File: src/rtl/rr_grant_ctrl.sv
// rr_grant_ctrl: registered round-robin grant controller with a rotating one-hot priority pointer and an optional hold timeout.
// Latency: 1 cycle from req to grant, and 1 cycle from release to the next grant (no bubble between holders).
// Backpressure: the holder keeps the grant until done, until it drops its req bit, or until the hold limit expires.
//
// Ports:
//   clk         - the only clock; all state updates on its rising edge
//   rst         - asynchronous active-high reset
//   req         - level-sensitive request vector, one bit per requester
//   done        - the current holder is finished; ignored while idle
//   grant       - registered one-hot grant; all zero when idle
//   grant_valid - high while any grant is held
//   grant_id    - binary index of the granted requester; 0 when idle
//   base        - one-hot priority pointer; the set bit has the highest priority
//   timeout     - one-cycle pulse after a release forced by the hold limit
module rr_grant_ctrl #(
  parameter int WIDTH    = 16,
  parameter int MAX_HOLD = 0
) (
  input  logic                     clk,
  input  logic                     rst,
  input  logic [WIDTH-1:0]         req,
  input  logic                     done,
  output logic [WIDTH-1:0]         grant,
  output logic                     grant_valid,
  output logic [$clog2(WIDTH)-1:0] grant_id,
  output logic [WIDTH-1:0]         base,
  output logic                     timeout
);

  localparam int IDW = $clog2(WIDTH);
  // The hold counter is at least one bit wide, even when the timeout is disabled.
  localparam int HCW = (MAX_HOLD < 1) ? 1 : $clog2(MAX_HOLD + 1);
  localparam logic [HCW-1:0] HOLD_LAST = (MAX_HOLD < 1) ? '0 : HCW'(MAX_HOLD - 1);

  typedef enum logic {
    IDLE  = 1'b0,
    GRANT = 1'b1
  } state_t;

  state_t           state;
  logic [HCW-1:0]   hold_cnt;

  logic             holder_req;
  logic             limit_hit;
  logic             rel;
  logic [WIDTH-1:0] rot_grant;
  logic [WIDTH-1:0] win_idle;
  logic [WIDTH-1:0] win_rel;

  // Double-width scan: adding the one-hot base to ~{req,req} carries through
  // the non-requesting bits above base and stops at the first requester, so
  // the AND leaves exactly that bit set in one of the two halves.
  function automatic logic [WIDTH-1:0] rr_pick(input logic [WIDTH-1:0] r,
                                               input logic [WIDTH-1:0] b);
    logic [2*WIDTH-1:0] dreq;
    logic [2*WIDTH-1:0] dg;
    dreq = {r, r};
    dg   = dreq & (~dreq + {{WIDTH{1'b0}}, b});
    return dg[WIDTH-1:0] | dg[2*WIDTH-1:WIDTH];
  endfunction

  always_comb begin
    holder_req = |(grant & req);
    limit_hit  = (MAX_HOLD != 0) && (hold_cnt == HOLD_LAST);
    rel        = (state == GRANT) && (done || !holder_req || limit_hit);
    // Priority moves just past the last winner, so the old holder ends up lowest.
    rot_grant  = {grant[WIDTH-2:0], grant[WIDTH-1]};
    win_idle   = rr_pick(req, base);
    // Re-arbitration on release already uses the rotated pointer.
    win_rel    = rr_pick(req, rot_grant);
  end

  always_ff @(posedge clk or posedge rst) begin
    if (rst) begin
      state    <= IDLE;
      grant    <= '0;
      base     <= {{(WIDTH-1){1'b0}}, 1'b1};
      hold_cnt <= '0;
      timeout  <= 1'b0;
    end else begin
      timeout <= 1'b0;
      case (state)
        IDLE: begin
          // The pointer is left alone here; it moves only on release.
          if (|req) begin
            grant    <= win_idle;
            hold_cnt <= '0;
            state    <= GRANT;
          end
        end
        GRANT: begin
          if (rel) begin
            base    <= rot_grant;
            // Only a release that nothing but the hold limit caused is flagged.
            timeout <= limit_hit && !done && holder_req;
            if (|req) begin
              grant    <= win_rel;
              hold_cnt <= '0;
            end else begin
              grant <= '0;
              state <= IDLE;
            end
          end else if (hold_cnt != {HCW{1'b1}}) begin
            hold_cnt <= hold_cnt + 1'b1;
          end
        end
        default: begin
          state <= IDLE;
          grant <= '0;
        end
      endcase
    end
  end

  // The outputs are decoded from the grant register only, so no input reaches them combinationally.
  always_comb begin
    grant_valid = |grant;
    grant_id    = '0;
    for (int i = 0; i < WIDTH; i++) begin
      if (grant[i]) grant_id = IDW'(i);
    end
  end

endmodule

File: config.mk
export PLATFORM = sky130hd
export DESIGN_NAME = rr_grant_ctrl
export DESIGN_NICKNAME = d
export VERILOG_FILES = /design/src/rtl/rr_grant_ctrl.sv
export SDC_FILE = /design/constraint.sdc
export NUM_CORES = 1
export LEC_CHECK = 0
export ABC_AREA = 1
export CORE_UTILIZATION = 50
export CTS_CLUSTER_DIAMETER = 120
export DETAILED_ROUTE_END_ITERATION = 10
export DONT_BUFFER_PORTS = 1
export PLACE_DENSITY = 0.68
export REMOVE_ABC_BUFFERS = 1
export SYNTH_ARGS = -nofsm -noshare
export SYNTH_HDL_FRONTEND = slang
export SYNTH_SLANG_ARGS = --single-unit
File: constraint.sdc
create_clock -name clk -period 2.16 [get_ports clk]
set_clock_uncertainty 0.05 [all_clocks]
set_input_delay 0.216 -clock clk [delete_from_list [all_inputs] [get_ports clk]]
set_output_delay 0.216 -clock clk [all_outputs]
set_load 0.1 [all_outputs]
==> results.md, run 1 <==
- Total track usage: 0.3912
- Worst EP required: 1890 ps
- First-iteration detailed-routing DRC count: 666
- Vias per Instance: about 5.5
- Slowest stage delay, CP: 400 ps
- CTS tree: yes
- RSZ-0062 raised after global routing: true
- Residual DRC count: 2
- Final max-slew violation count: 0
- CTS root buffer: clkbuf_8
- CP Max Fanout: 6
- Clock tree buffer depth: 2
- Setup CP Type: flop to output port
- Clock Sinks: 33
- Layout cell share with drive strength beyond 1: 0.1810
- Die Y: between 90 and 100 um
- Number of global-route vias before repair: 5724
- Post-synth ARST share: 1.000
- H-tree depth: 2
- Drt wl/cell: 17.63 um
- Final Non-Filler Cells: 1064
- Startpoint types: flop
- Main synth FF type: dfrtp_1
- Num ports: 57
- Number of cell rows: 34
- Nets: 1006
- Netlist cell types: 32
- Placed Cells: 1047
- Endpoint class of the critical path: output port
- Register area share after synthesis: 0.1796
- Cts bufs inserted: 5
- Post-Syn Area: 4606 um2
- Yosys warns: 0
- Pre-CTS setup slack: -11.99 ps
- Max_slew headroom: 0.5093
- Drt total wl: 18760 um
- Syn_area_per_cell: 5.343 um2
- Slowest CP cell: dfrtp_1
- Post-synth top area share: 0.3203
- Worst Reg2Reg Path Length in Cells: 13
- Pin count of the biggest net entering global routing: 34
- Count leader, synth: nand2_1
- Routed via count: roughly 6000
- WHS: -1.712 ps
- Die ar.: between 9000 and 10000 um2
- Final RePlAce weighted congestion: approximately 1.1
- Synthesized flop and latch total: 33
- Power Dens Cells: 1498 nW/um2
- Fin crit period: about 2200 ps
- Leak: between 3 and 4 nW
- I/O Buffers: 0
- Worst-Skew Late Latency: approximately 300 ps
- Power Total: 8.841 mW
- Crit path DAT: 1950 ps
- Slew @ Worst Pin: 735.3 ps
- Status: complete, but fails checks
- Die width: 97.98 um
- Crit path top cell by count: nand2_1
- Max-Cap Viols: 0
- Largest area contributor in the netlist: nand2_1
- Synth top cells by count: 393 x nand2_1, 142 x inv_1, 90 x nor2_1
- Hold Path Cell Cnt: 2
- Failing checks: design-rule violations, negative hold slack, negative setup slack
- Maximum clock frequency: around 450 MHz
- Clk pin slew, worst setup/hold paths: 80 ps
- Tcrit/Tclk final: 1.026
- Finish-stage setup viols: 1
- DP HPWL: 15210 um
- # diodes: 0
- Worst path cell trace: buf_12 > nand2_4 > nand2_2 > nand2_2 > nand2_1 > nand2_1 > nand2_2 > nand2_2 > nand2_1 > nand2_1 > nand2_1 > nand2_1 > nand2_1 > nand2_2 > nand2_2 > buf_12
- Final ANT Viol Nets: 0
- Hold Fails Final Rpt: 1
- GRT Residual Overflow: 0
- HP Class: primary input to flop
- First-pass GRT wire length: slightly below 30000 um
- Initial antenna violation count: 0
- Final WS setup: -55.32 ps
- Area growth syn-to-layout: 28.17%
- Peak supply drop: 1108 uV
- Most area-consuming cells after synthesis: nand2_1 32%, dfrtp_1 17%, inv_1 12%, ha_1 8.1%, nor2_1 7.3%
- Number of synthesized flops with an enable pin: 0
- Cells after Synth: 862
- Core area: 8806 um2
- Initial Utilization: 0.5230
- DRT Pass-1 Iters: 9
cells in the final DEF (no fill, tap or decap), types with 4 or more instances in the layout:
cell type  count
nor2_2        11
nand2_2       15
a21oi_2        6
o21ai_0       14
nand3_2        5
nand3b_1       5
clkbuf_8       6
inv_1        141
ha_4          13
nor2_1        79
nor3_1         4
buf_12         6
dfrtp_1       30
nand4_1       11
ha_1          14
o21ai_1       12
nand3_1       58
nand2_1      377
buf_4         85
a21oi_1       20
xor2_1         7
area by class of cell:
class,instances,area [um2]
multi-input cells,676,3485
fillers,849,2903
flip-flops and latches,33,829.5
repair buffers,94,788.3
inverters,145,549.3
well taps,108,135.1
clock buffers,7,86.33
clock inverters,1,30.03
critical path: cells and delay by family (launching register included):
kind                   cells  cell delay [ps]
flip-flops                 1              400
buffers and inverters      2              380
AND/OR/NAND/NOR           14              880
path summary, 6_finish.rpt:
| kind | end | startpoint | slack (ps) |
|---|---|---|---|
| min reg2reg | grant[13] | grant[13] | 540 |
| min in group asynchronous | grant[10] | rst | 440 |
| min | grant[5] | req[5] | -2 |
| max reg2reg | grant[3] | base[4] | 10 |
| max | grant_id[0] | grant[1] | -60 |
| max in group asynchronous | grant[4] | rst | 1250 |
timing repair:
item,in CTS,in global routing
endpoints found under the hold margin,34,0
cloned,0,0
pin swaps,1,3
gates resized for setup,11,65
hold buffers,3,0
setup buffers,2,4
endpoints found under the setup margin,4,18
kinds of logic after synthesis:
family,share of synthesized area
adders and majority gates,0.09019
xor gates and xnor gates,0.01902
DFF,0.1796
AOI/OAI and AO/OA,0.06276
and+or+nand+nor,0.5145
buffers and inverters,0.1331
other,0.0008142
layer usage:
metal	vias up	part of all wire	track usage
met2	299	0.47	0.6468
met4	0	0.049	0.2121
met1	2696	0.40	0.5062
li1	2818	-	-
met3	63	0.082	0.03293
met5	-	0	0
power breakdown:
group | leakage, nW | internal (mW) | switching, mW
Combinational | 2.92 | 2.12 | 4.99
Clock | 0.0585 | 0.377 | 0.268
Sequential | 0.422 | 0.842 | 0.241
flip-flops by register name, summed over array words and instances, names as in the netlist:
register  count
base         16
state         1
grant        16
stage by stage:
step,util,TNS [ps],instance area [um2]
finish,0.6704,-55.32,5903
global route,0.6704,-969.9,5903
CTS,0.6331,-39.41,5575
detailed placement,0.6111,-12.38,5381
global placement,0.6111,0,5381
floorplan,-,-6342,4542
No activity file was read; power rests on OpenSTA's default activity.
==> run 2: changes to the inputs <==
--- a/config.mk
+++ b/config.mk
@@ -10,6 +10,7 @@
 export CTS_CLUSTER_DIAMETER = 120
 export DETAILED_ROUTE_END_ITERATION = 10
 export DONT_BUFFER_PORTS = 1
+export MAX_ROUTING_LAYER = met4
 export PLACE_DENSITY = 0.68
 export REMOVE_ABC_BUFFERS = 1
 export SYNTH_ARGS = -nofsm -noshare
==> results.md, run 2 (same netlist as run 1, synthesis figures left out) <==
- Hold Fails Final Rpt: 0
- Layout cell share with drive strength beyond 1: 0.1975
- P_int: 3.239 mW
- Worst Reg2Reg Path Length in Cells: 10
- Setup tns final: -147.2 ps
- I/O Buffers: 0
- Final max-slew violation count: 0
- H-tree depth: 2
- Drt wl/cell: 18.10 um
- RSZ-0062 raised after global routing: true
- Max_slew headroom: 0.5182
- Reg2reg end: grant[10]
- Power Dens Cells: between 1500 and 2000 nW/um2
- Peak supply drop: 1239 uV
- Endpoint class of the critical path: output port
- CP Max Fanout: 5
- Initial Utilization: 0.5230
- Residual DRC count: 4
- Initial antenna violation count: 0
- DRT Pass-1 Iters: 9
- Number of cell rows: 34
- Post-Route Utilization: 0.6709
- Startpoint types: flop
- First-pass GRT wire length: 28650 um
- Clock tree buffer depth: 2
- Cts bufs inserted: 5
- Max-Cap Viols: 0
- Vias per Instance: 5.667
- HP Class: primary input to flop
- Area growth syn-to-layout: 28.28%
- Num ports: 57
- Die width: 97.98 um
- Switching power: 5.666 mW
- Fin crit period: 2307 ps
- Final RePlAce weighted congestion: approximately 1.2
- WHS: 6.261 ps
- CTS root buffer: clkbuf_8
- Total track usage: 0.4034
- Final WS setup: -147.2 ps
- Leak: 3.409 nW
- Worst-Skew Late Latency: ~310 ps
- Sequential power share: 0.117
- Most frequent cells in the layout: 367 x nand2_1, 137 x inv_1, 79 x nor2_1
- Worst setup path endpoint: grant_id[0]
- Commonest non-fill, non-tap cell in the layout: nand2_1
- Number of global-route vias before repair: 5438
- GRT Residual Overflow: 0
- First-iteration detailed-routing DRC count: 797
- Die ar.: ~9600 um2
- Worst r2r src: grant[15]
- Pin count of the biggest net entering global routing: 34
- Power Total: 8.905 mW
- Clock Sinks: 33
- Final ANT Viol Nets: 0
- DP HPWL: 15340 um
- Failing checks: design-rule violations, negative setup slack
- Crit path from: grant[4]
- CTS tree: yes
- Worst EP required: 1890 ps
- Combinational power share: 0.826
- Clk pin slew, worst setup/hold paths: about 90 ps
- Sw frac: 0.6363
- Core area: around 8800 um2
- Regs by FF count: base x16, grant x16, state x1
- Design area: 5908 um2
- Slew @ Worst Pin: 721.9 ps
- Status: complete, but fails checks
- Drt total wl: a little under 20000 um
- Routed via count: 6013
- Placement Cell Area: between 5000 and 6000 um2
- Die Y: between 90 and 100 um
- Tcrit/Tclk final: 1.068
- Flop2flop setup slack: about 30 ps
- Clk network pwr share: 0.057
- Finish-stage setup viols: 1
- Maximum clock frequency: approximately 430 MHz
- Crit path DAT: 2040 ps
- Setup CP Type: flop to output port
- Nets: about 1000
==> run 2: changes by cell type in the layout (fill, tap and decap cells not counted), moves of 3 or more <==
cell     previous run  this run
ha_4               13         4
ha_1               14        19
buf_6               0         5
nor2_4              2         6
nand2_1           377       367
ha_2                3         7
nand3_1            58        53
inv_1             141       137
buf_4              85        73
inv_2               3         7
nand2_2            15        24
nand3_2             5         8
nor2_2             11         7
==> run 2: worst min path at each step <==
stage                     startpoint         to  slack, ps  cells after the start
after floorplan               req[5]   grant[5]        280                      2
after global placement           rst  grant[11]        190                      2
after detailed placement         rst  grant[13]        200                      2
after CTS                     req[7]   grant[7]         20                      2
after global routing          req[7]   grant[7]         10                      2
final                         req[7]   grant[7]          6                      2
==> run 2: power by group through the flow <==
stage / Sequential, mW / Clock (mW) / Combinational (mW)
after floorplan: 2.62 / 0 / 3.03
after global placement: 1.02 / 0 / 6.60
after detailed placement: 1.02 / 0 / 6.64
after CTS: 1.02 / 0.503 / 6.75
after global routing: 1.05 / 0.523 / 7.82
final: 1.04 / 0.509 / 7.35
==> run 2: critical path: stages (launching register included) <==
cell and delay, ps:
dfrtp_1 480, buf_12 220, inv_1 80, nand2_1 60
nand2_1 50, nand2_1 70, nand2_2 60, nand2_1 70
nand2_1 70, nand2_1 60, nand2_1 50, nand2_1 60
nand2_1 50, nand2_1 90, nand2_2 80, buf_12 170
==> run 2: per-stage QoR <==
stage | instances | setup WS [ps]
after global placement | 1041 | -87.45
after CTS | 1053 | -91.45
after detailed placement | 1041 | -82.75
after floorplan | 854 | -832.1
after global routing | 1060 | -224.1
final | 1061 | -147.2
==> run 2: what timing repair did <==
| item | in CTS | in global routing |
|---|---|---|
| gates resized for setup | 15 | 95 |
| buffers inserted | 1 | 7 |
| endpoints found under the setup margin | 11 | 28 |
| pin swaps | 0 | 20 |
| endpoints found under the hold margin | 34 | 0 |
| hold buffers | 3 | 0 |
==> run 2: area by class of cell <==
type / count / area [um2]
Multi-Input combinational cell: 676 / 3497
Fill cell: 844 / 2898
Sequential cell: 33 / 828.3
Timing Repair Buffer: 90 / 809.5
Inverter: 145 / 549.3
Tap cell: 108 / 135.1
Clock buffer: 5 / 68.82
Clock inverter: 3 / 17.52
Antenna cell: 1 / 2.502
==> run 2: layer usage <==
layer	track usage	up-vias	share of wire
met5	-	-	0
met4	0.1911	0	0.057
met3	0.06371	78	0.085
met2	0.6398	346	0.46
met1	0.5013	2768	0.40
li1	-	2821	-
==> run 3: changes to the inputs <==
--- a/config.mk
+++ b/config.mk
@@ -6,12 +6,12 @@
 export NUM_CORES = 1
 export LEC_CHECK = 0
 export ABC_AREA = 1
+export BUFFER_PORTS_ARGS = -buffer_cell sky130_fd_sc_hd__buf_2
 export CORE_UTILIZATION = 50
 export CTS_CLUSTER_DIAMETER = 120
 export DETAILED_ROUTE_END_ITERATION = 10
-export DONT_BUFFER_PORTS = 1
 export MAX_ROUTING_LAYER = met4
-export PLACE_DENSITY = 0.68
+export PLACE_DENSITY = 0.73
 export REMOVE_ABC_BUFFERS = 1
 export SYNTH_ARGS = -nofsm -noshare
 export SYNTH_HDL_FRONTEND = slang
==> results.md, run 3 (same netlist as run 1, synthesis figures left out) <==
- Slowest stage delay, CP: 450 ps
- Failing checks: design-rule violations, negative setup slack
- DRT Pass-1 Iters: 9
- Drt total wl: 18520 um
- Worst path buffer plus inverter count: 3
- Clk pin slew, worst setup/hold paths: 90 ps
- Pre-CTS setup slack: -47.56 ps
- Reg area: 828.3 um2
- Initial Utilization: 0.5230
- GRT Residual Overflow: 0
- Number of cell rows: 34
- Clock Sinks: 33
- Power Total: 8.703 mW
- Total track usage: 0.3968
- Hold Fails Final Rpt: 0
- Crit path top cell by count: nand2_1
- Most frequent cells in the layout: 379 x nand2_1, 140 x inv_1, 83 x nor2_1
- Finish-stage setup viols: 1
- Reg2reg end: grant[1]
- Hold Path Cell Cnt: 4
- Worst Hold End: grant[7]
- Hold Crit Start: req[7]
- Layout cell share with drive strength beyond 1: 0.1966
- Final Non-Filler Cells: roughly 1100
- Crit path DAT: 1910 ps
- Area growth syn-to-layout: 26.65%
- Cts bufs inserted: 5
- RSZ-0062 raised after global routing: true
- Fin crit period: roughly 2200 ps
- Max_slew headroom: 0.6316
- Regs by FF count: base x16, grant x16, state x1
- Residual DRC count: 2
- Status: complete, but fails checks
- CTS tree: yes
- Final RePlAce weighted congestion: roughly 1.1
- Slowest CP cell: dfrtp_1
- Layout fillers: 895
- Peak supply drop: approximately 1500 uV
- Tcrit/Tclk final: 1.008
- # diodes: 0
- Commonest non-fill, non-tap cell in the layout: nand2_1
- Leak: 3.506 nW
- Routed via count: 6023
- Slew @ Worst Pin: 551.9 ps
- Power Dens Cells: 1492 nW/um2
- Drt wl/cell: roughly 17 um
- Worst path cell trace: buf_6 > inv_4 > nand2_2 > nand2_1 > nand2_1 > nand2_1 > nand2_1 > nand2_1 > nand2_1 > nand2_1 > nand2_1 > nand2_1 > nand2_1 > nand2_1 > nand2_2 > nand2_2 > buf_12
- Final ANT Viol Nets: 0
- First-iteration detailed-routing DRC count: 694
- Clock tree buffer depth: 2
- Worst EP required: roughly 1900 ps
- First-pass GRT wire length: 28210 um
- Worst Reg2Reg Path Length in Cells: 11
- Num ports: between 50 and 60
- Setup CP Type: flop to output port
- CTS root buffer: clkbuf_8
- Startpoint types: flop
- Maximum clock frequency: roughly 460 MHz
- Core area: between 8000 and 9000 um2
- HP Class: primary input to flop
- Placed Cells: between 1000 and 1500
- Die width: 97.98 um
- Worst-Skew Late Latency: 300 ps
- Die ar.: 9599 um2
- Crit-path leading delay family: simple AND/OR/NAND/NOR gates
- Vias per Instance: 5.500
- Endpoint class of the critical path: output port
- Multi-input gate area in the final layout: 3352 um2
- Initial antenna violation count: 0
- Final max-slew violation count: 0
- Worst r2r src: grant[6]
- CP Max Fanout: 6
- DP HPWL: 14890 um
- Pin count of the biggest net entering global routing: 34
- Nets: 1037
- Die Y: around 98 um
- Flop2flop setup slack: 50 ps
- H-tree depth: 2
- Max-Cap Viols: 0
- I/O Buffers: 55
- Final WS setup: -16.61 ps
- Number of global-route vias before repair: 5287
## run 3: cell types whose count changed in the layout (fill, tap and decap cells not counted), moves of 4 or more
| cell | change |
|---|---|
| buf_12 | -7 |
| inv_2 | -4 |
| nor2_1 | +4 |
| o21ai_0 | +4 |
| buf_4 | -6 |
| nand3_1 | +5 |
| nor2_4 | -4 |
| nand2_1 | +12 |
| buf_2 | +53 |
| nand2_2 | -11 |
## run 3: worst max path at each step
stage              from          end  cells past startpoint
3_3_place_gp    base[0]    grant[14]                     16
4_1_cts        grant[2]  grant_id[0]                     17
6_report       grant[2]  grant_id[0]                     17
5_1_grt        grant[2]  grant_id[0]                     17
2_1_floorplan  grant[6]  grant_id[2]                      4
3_5_place_dp    base[0]    grant[14]                     16
## run 3: worst register-to-register path, stage by stage (launching register included)
cell	delay [ps]
dfrtp_2	500
ha_1	380
nand2_1	150
inv_1	70
nand2_1	70
nand2_1	100
inv_1	90
nand2_1	70
a21oi_1	210
o21ai_0	130
nand3_1	130
nand2_1	60
## run 3: stage by stage
stage,cell area [um2],hold slack [ps],setup TNS [ps],util
3_5_place_dp,5470,302.7,-58.26,0.6212
5_1_grt,5833,235.1,-487.3,0.6624
3_3_place_gp,5470,296.0,-107.3,0.6212
6_report,5833,209.2,-16.61,0.6624
4_1_cts,5640,202.7,-33.89,0.6405
2_1_floorplan,4542,275.6,-6342,-
## run 3: routing by layer
layer	track usage	vias up	routed length [um]
met5	-	-	0
met4	0.1329	0	818
met3	0.08304	76	2431
met2	0.5829	392	7584
met1	0.5392	2670	7684
li1	-	2885	-
## run 3: power breakdown
group / internal (mW) / leakage (nW) / total (mW) / switching [mW]
Combinational: 1.91 / 3.01 / 6.86 / 4.95
Sequential: 0.840 / 0.423 / 1.08 / 0.239
Clock: 0.466 / 0.0687 / 0.766 / 0.300
Total: 3.21 / 3.51 / 8.70 / 5.49
## run 3: final cells by class
cell class	count	area share
Multi-Input combinational cell	676	0.5746
Sequential cell	33	0.1420
Inverter	145	0.09459
Tap cell	108	0.02317
Clock buffer	5	0.01180
Timing Repair Buffer	125	0.1420
Clock inverter	3	0.01180
## run 3: repair_timing
item | CTS | global route
endpoints found under the setup margin | 3 | 18
resized for setup | 5 | 53
pin swaps | 0 | 10
hold endpoints to repair | 32 | 0
hold buffers | 1 | 0
buffers inserted | 1 | 1
